## config.mk

```make
export PLATFORM = sky130hd
export DESIGN_NAME = seq_divider
export DESIGN_NICKNAME = d
export VERILOG_FILES = /design/src/rtl/seq_divider.sv
export SDC_FILE = /design/constraint.sdc
export NUM_CORES = 1
export LEC_CHECK = 0
export CAP_MARGIN = 20
export CORE_MARGIN = 2
export CORE_UTILIZATION = 40
export DETAILED_ROUTE_END_ITERATION = 6
export SKIP_CTS_REPAIR_TIMING = 1
export SYNTH_ARGS = -nofsm -noshare
export SYNTH_HDL_FRONTEND = slang
export SYNTH_SLANG_ARGS = --single-unit
```

## constraint.sdc

```tcl
create_clock -name CLK -period 3.4 [get_ports CLK]
set_input_delay 0.51 -clock CLK [delete_from_list [all_inputs] [get_ports CLK]]
set_output_delay 0.51 -clock CLK [all_outputs]
set_load 0.01 [all_outputs]
```

## src/rtl/seq_divider.sv

```systemverilog
// Purpose  : unsigned N-bit restoring divider, one quotient bit per clock, feeding the ALU divide path.
// Latency  : finished rises N posedges after the last load (1 posedge for a zero divisor when DIV_ZERO_FAST_EN is defined).
// Backpress: none; start is a level request that reloads on every posedge it is high, aborting any division in flight.
//
// Ports:
//   CLK       in   1  system clock, all state changes on posedge
//   RESET_N   in   1  asynchronous active-low reset
//   a         in   N  dividend, sampled on a posedge with start=1
//   b         in   N  divisor, sampled on a posedge with start=1
//   start     in   1  level load request
//   result    out  N  quotient, valid while finished=1
//   high      out  N  remainder, valid while finished=1
//   finished  out  1  result/high hold the outcome of the last load
//   div_zero  out  1  the last loaded divisor was zero
//
// Build option: DIV_ZERO_FAST_EN -- when defined, a zero divisor completes one
// posedge after the load instead of running all N iterations.

module seq_divider #(
  parameter int N = 16
) (
  input  logic         CLK,
  input  logic         RESET_N,
  input  logic [N-1:0] a,
  input  logic [N-1:0] b,
  input  logic         start,
  output logic [N-1:0] result,
  output logic [N-1:0] high,
  output logic         finished,
  output logic         div_zero
);

  localparam int CW = $clog2(N + 1);
  localparam logic [CW-1:0] LAST_ITER = CW'(N - 1);

`ifdef DIV_ZERO_FAST_EN
  localparam bit FAST_DZ = 1'b1;
`else
  localparam bit FAST_DZ = 1'b0;
`endif

  typedef enum logic [1:0] {
    IDLE = 2'd0,
    BUSY = 2'd1,
    DONE = 2'd2
  } state_t;

  state_t        state;
  logic [N-1:0]  dvd;   // dividend shifting out MSB-first, quotient bits shifting in at LSB
  logic [N-1:0]  dvs;   // divisor, constant for the whole division
  logic [N-1:0]  rem;   // partial remainder
  logic [CW-1:0] cnt;   // iterations completed since the last load

  logic [N:0]    trial;
  logic [N-1:0]  rem_nxt;
  logic [N-1:0]  dvd_nxt;

  // One restoring step. The partial remainder is widened by one bit so the
  // borrow out of the subtraction (trial[N]) says whether the divisor fits.
  always_comb begin
    trial   = {rem, dvd[N-1]} - {1'b0, dvs};
    rem_nxt = {rem[N-2:0], dvd[N-1]};
    dvd_nxt = {dvd[N-2:0], 1'b0};
    if (!trial[N]) begin
      rem_nxt = trial[N-1:0];
      dvd_nxt = {dvd[N-2:0], 1'b1};
    end
  end

  always_ff @(posedge CLK or negedge RESET_N) begin
    if (!RESET_N) begin
      state    <= IDLE;
      dvd      <= '0;
      dvs      <= '0;
      rem      <= '0;
      cnt      <= '0;
      result   <= '0;
      high     <= '0;
      finished <= 1'b0;
      div_zero <= 1'b0;
    end else if (start) begin
      // A load wins in every state; result/high keep the previous outcome
      // until this new division completes.
      dvd      <= a;
      dvs      <= b;
      rem      <= '0;
      cnt      <= '0;
      finished <= 1'b0;
      div_zero <= (b == '0);
      state    <= BUSY;
    end else begin
      case (state)
        BUSY: begin
          if (FAST_DZ && div_zero) begin
            // dvd still holds the loaded dividend: no iteration has run yet.
            result   <= '1;
            high     <= dvd;
            finished <= 1'b1;
            state    <= DONE;
          end else begin
            rem <= rem_nxt;
            dvd <= dvd_nxt;
            cnt <= cnt + CW'(1);
            if (cnt == LAST_ITER) begin
              result   <= dvd_nxt;
              high     <= rem_nxt;
              finished <= 1'b1;
              state    <= DONE;
            end
          end
        end
        IDLE:    state <= IDLE;
        DONE:    state <= DONE;
        default: state <= IDLE;
      endcase
    end
  end

endmodule
```

## Word-level counts from Yosys, hierarchy flattened

Index checks and enable logic that the tools add are counted.

| storage, ports and cells | value |
|---|---|
| register bits | 89 |

| cells by class | value |
|---|---|
| muxes and demuxes | 14 |
| equal/unequal tests | 4 |
| bitwise operators | 1 |
| reductions and logical operators | 5 |
| $add $sub $neg | 2 |

Operator list:

| operator | number |
|---|---|
| $mux 16 | 5 |
| $sub 17x16->17 | 1 |
| $logic_not 16->1 | 1 |
| $mux 5 | 2 |
| $add 5x1->5 const B | 1 |
| $eq 5x4->1 const B | 1 |
| $mux 1 | 4 |
| $mux 2 | 2 |
| $pmux 2 s2 | 1 |
| $reduce_bool 2->1 | 2 |
| $ne 3x3->1 const B | 1 |
| $reduce_and 3->1 | 1 |
| $eq 2x1->1 const B | 1 |
| $eq 2x2->1 const B | 1 |
| $reduce_and 2->1 | 1 |
| $not 1->1 | 1 |

## Depth between registers and ports, before layout

| depth | value |
|---|---|
| depth after elaboration | 4 |
| mapped depth | 12 |

## Least setup slack after synthesis

No wires, ideal clock.

| timing | value |
|---|---|
| path kind | register -> register |
| from | reg dvd[15] |
| to | reg rem[0] |
| path slack | 0.818 ns |
| arrival | 2.495 ns |
| stages on the path, launching flop included | 12 |
| clock period less this slack | 2.582 ns |
| path through | dfrtp_1 > inv_1 > ha_1 > fa_1 > nand2b_1 > a21oi_1 > o21ai_1 > a21bo_1 > buf_6 > nor2_8 > mux2_4 > a211oi_2 |

| between the ends | value |
|---|---|
| word-level cells in the longest chain between the ends | 4 |

Ends and longest elaborated chain:

| element | line | RTL |
|---|---|---|
| start, declared | 49 | `logic [N-1:0] dvd;` |
| start signal, assigned | 102 | `dvd <= dvd_nxt;` |
| $sub 17x16->17 | 61 | `trial = {rem, dvd[N-1]} - {1'b0, dvs};` |
| $mux 16 * | 64 | `if (!trial[N]) begin` |
| $mux 16 * | 92 | `case (state)` |
| $mux 16 * | 81 | `end else if (start) begin` |
| end signal, assigned | 101 | `rem <= rem_nxt;` |
| end, declared | 51 | `logic [N-1:0] rem;` |

Every way passes the cells marked *; elsewhere a longest branch is shown, timed or not. The select of a mux whose other input is x is not followed.
A chain may end at the register's enable or synchronous reset.

## Final worst setup path

Ends and elaborated chain as after synthesis.

==> results.toml <==
[power]
swShare = 0.364
power_frac_seq = 0.340
pwr-share-comb = 0.402
p_int_mw = 2.51
pwr-share-clk = 0.258
powerDensity_nw_per_um2 = 694
vdd_ir_drop_max_mv = 0.262
leakagePower_nw = 2.63
p_sw_mw = 1.44

[die]
std_cell_rows = 39
die_area_um2 = 12500
coreArea_um2 = 11400
die_w_um = 112
ios = 69
start_util = 0.409
die_height_um = 112

[clock_tree]
numCtsBuffers = 9
tritoncts = "built"
clkLatencyLatePin_ns = 0.34
clock_path_buffers = 2
htreeDepth = 3
cts-root-buf = "clkbuf_16"
clock-sinks = 89
clk_pin_slew_ns = 0.06

[synth]
async_flop_share = 1.00
syn-num-nets = 546
ys_ff_latch = 89
syn_avg_cell_area_um2 = 9.47
synth_cell_types = 48
syn-instance-count = 491
yosysSeqAreaShare = 0.479
yosys_warnings = 0
synth_area_um2 = 4650
synthFlopType = "dfrtp_1"
synth_edf_count = 0

[critical_path]
worstPathCellList = "inv_1 > ha_1 > fa_1 > nand2b_1 > a21oi_1 > o21ai_1 > a21bo_1 > nor2_8 > mux2_4 > a211oi_2"
crit_fanout = 19
cp_slowest_stage_delay_ns = 0.40
start_kind = "flop"
crit_slowest_cell = "fa_1"
worstPathArrival_ns = 3.21
path_class = "flop to flop"
crit_family = "compound AO/OA/AOI/OAI gates"
required_ns = 3.66
cp_num_buf_inv = 1
endpoint_kind = "flop"

[finish]
n_antenna_cell = 0
final_common_cell = "nand2_1"
drive_above_1_share = 0.0633
final_cell_mix = "109 x nand2_1, 89 x dfrtp_1, 66 x clkdlybuf4s50_1"
area_growth_pct = 22.3
nets = 603
final_util = 0.500

[status]
status = "complete, no violations"

[detailed_routing]
ant_nets = 0
route.detailed.drc = 0
finalWirelength_mm = 10.7
drtPass1Iterations = 5
drtIter0Drc = 146
wl_per_cell_um = 15.4
vias = 3600
viasPerCell = 5.17

[grt]
grt_max_degree = 72
grtUsageMet3 = 0.0289
globalRoute.totalOverflow = 0
gr-usage-met2 = 0.292
gr-max-usage-layer = "met2"
grt_usage = 0.182
antenna_found_initial = 0
grt_pass1_vias = 3694
grt_use_met1 = 0.251
grt_pass1_wl_mm = 18.4

[timing]
setup-tns-final_ns = 0
worst_pin_slew_ns = 0.915
fin_crit_ns = 2.95
skew_ns = 0.00733
hold_violations = 0
fmax_mhz = 339
rsz0062_at_grt = "no"
min_period_over_period = 0.869
drv_slew = 0
setup-violations-final = 0
relSlewSlack = 0.390

[hold_path]
hp-class = "input port to async pin"

[placed_design]
place_congestion = 0.772
port_buffers = 68
hpwl_mm = 7.49

[job]
cap_violations = 0
[metrics by stage]
stage | setup slack (ns) | cells | total power, mW | hold slack (ns) | instance area [µm²]
after CTS | 0.434 | 696 | 3.97 | 0.342 | 5690
after detailed placement | 0.485 | 680 | 2.94 | 0.466 | 5380
after global placement | 0.527 | 680 | 2.91 | 0.460 | 5380
after floorplan | 0.818 | 491 | 2.67 | 0.214 | 4650
final | 0.447 | 696 | 3.95 | 0.305 | 5690
after global routing | 0.205 | 696 | 4.23 | 0.372 | 5690
[worst register-to-register path, stage by stage (launching register included)]
cell	delay, ns
dfrtp_1	0.34
inv_1	0.07
ha_1	0.23
fa_1	0.40
nand2b_1	0.17
a21oi_1	0.21
o21ai_1	0.19
a21bo_1	0.32
nor2_8	0.37
mux2_4	0.35
a211oi_2	0.21
[flip-flops by register name, summed over array words and instances, names as in the netlist]
register  count
state         2
dvs          16
cnt           5
div_zero      1
high         16
dvd          16
finished      1
result       16
rem          16
[worst paths after layout]
check,slack [ns],cells after the start,from,end
max,0.45,10,dvd[15],rem[0]
min,0.31,1,RESET_N,dvd[6]
max reg2reg,0.45,10,dvd[15],rem[0]
min reg2reg,0.48,2,high[8],high[8]
max in group asynchronous,2.35,2,RESET_N,dvs[2]
min in group CLK,0.48,2,high[8],high[8]
[area by class of cell]
class,instances,area (µm²)
multi-input combinational,350,2160
fill,1087,5680
timing repair buffer,73,723
clock buffer,12,256
clock inverter,4,51.3
inverter,25,93.8
sequential,89,2230
tap,143,179
[layer usage]
metal  vias up  share of wire
li1       1793              -
met1      1738           0.49
met2        52           0.47
met3        17          0.025
met4         0          0.018
met5         -              0
[logic make-up after synthesis]
group / share of synthesized area
compound gates: 0.154
xor+xnor: 0.0282
fa+ha+maj: 0.0554
buf+inv: 0.0578
flops: 0.479
mux: 0.0726
simple gates: 0.153
[synthesized netlist by cell type (2+ instances only)]
| master | instances | area share |
|---|---|---|
| clkbuf_1 | 18 | 0.015 |
| nor2_1 | 27 | 0.022 |
| inv_1 | 24 | 0.019 |
| o2111ai_1 | 2 | 0.0038 |
| o21ai_0 | 56 | 0.060 |
| nor2b_1 | 3 | 0.0040 |
| mux2i_1 | 30 | 0.065 |
| nor4_1 | 5 | 0.0067 |
| a2bb2oi_1 | 2 | 0.0038 |
| or3_1 | 2 | 0.0027 |
| a21oi_1 | 14 | 0.015 |
| a31oi_1 | 2 | 0.0027 |
| mux2_2 | 2 | 0.0048 |
| nand2_1 | 109 | 0.088 |
| nand3_1 | 5 | 0.0054 |
| and3_1 | 3 | 0.0040 |
| ha_1 | 19 | 0.051 |
| a211oi_1 | 16 | 0.026 |
| and2_1 | 2 | 0.0027 |
| xor2_1 | 7 | 0.013 |
| clkbuf_8 | 3 | 0.0089 |
| dfrtp_1 | 89 | 0.48 |
| o211ai_1 | 4 | 0.0065 |
| buf_6 | 3 | 0.0073 |
| a21oi_2 | 3 | 0.0056 |
| nand2b_1 | 3 | 0.0040 |
| a21o_1 | 5 | 0.0081 |
| o31ai_1 | 2 | 0.0032 |
| o21a_1 | 2 | 0.0032 |
| xnor2_1 | 8 | 0.015 |
| nand4_1 | 4 | 0.0054 |
[power groups by stage]
stage          Clock (mW)  Sequential, mW  Combinational, mW
2_1_floorplan           0            1.32               1.35
3_3_place_gp            0            1.36               1.56
3_5_place_dp            0            1.36               1.58
4_1_cts              1.04            1.34               1.60
5_1_grt              1.08            1.36               1.78
6_report             1.02            1.34               1.59
Note: power is estimated with default switching activity, not from simulation.
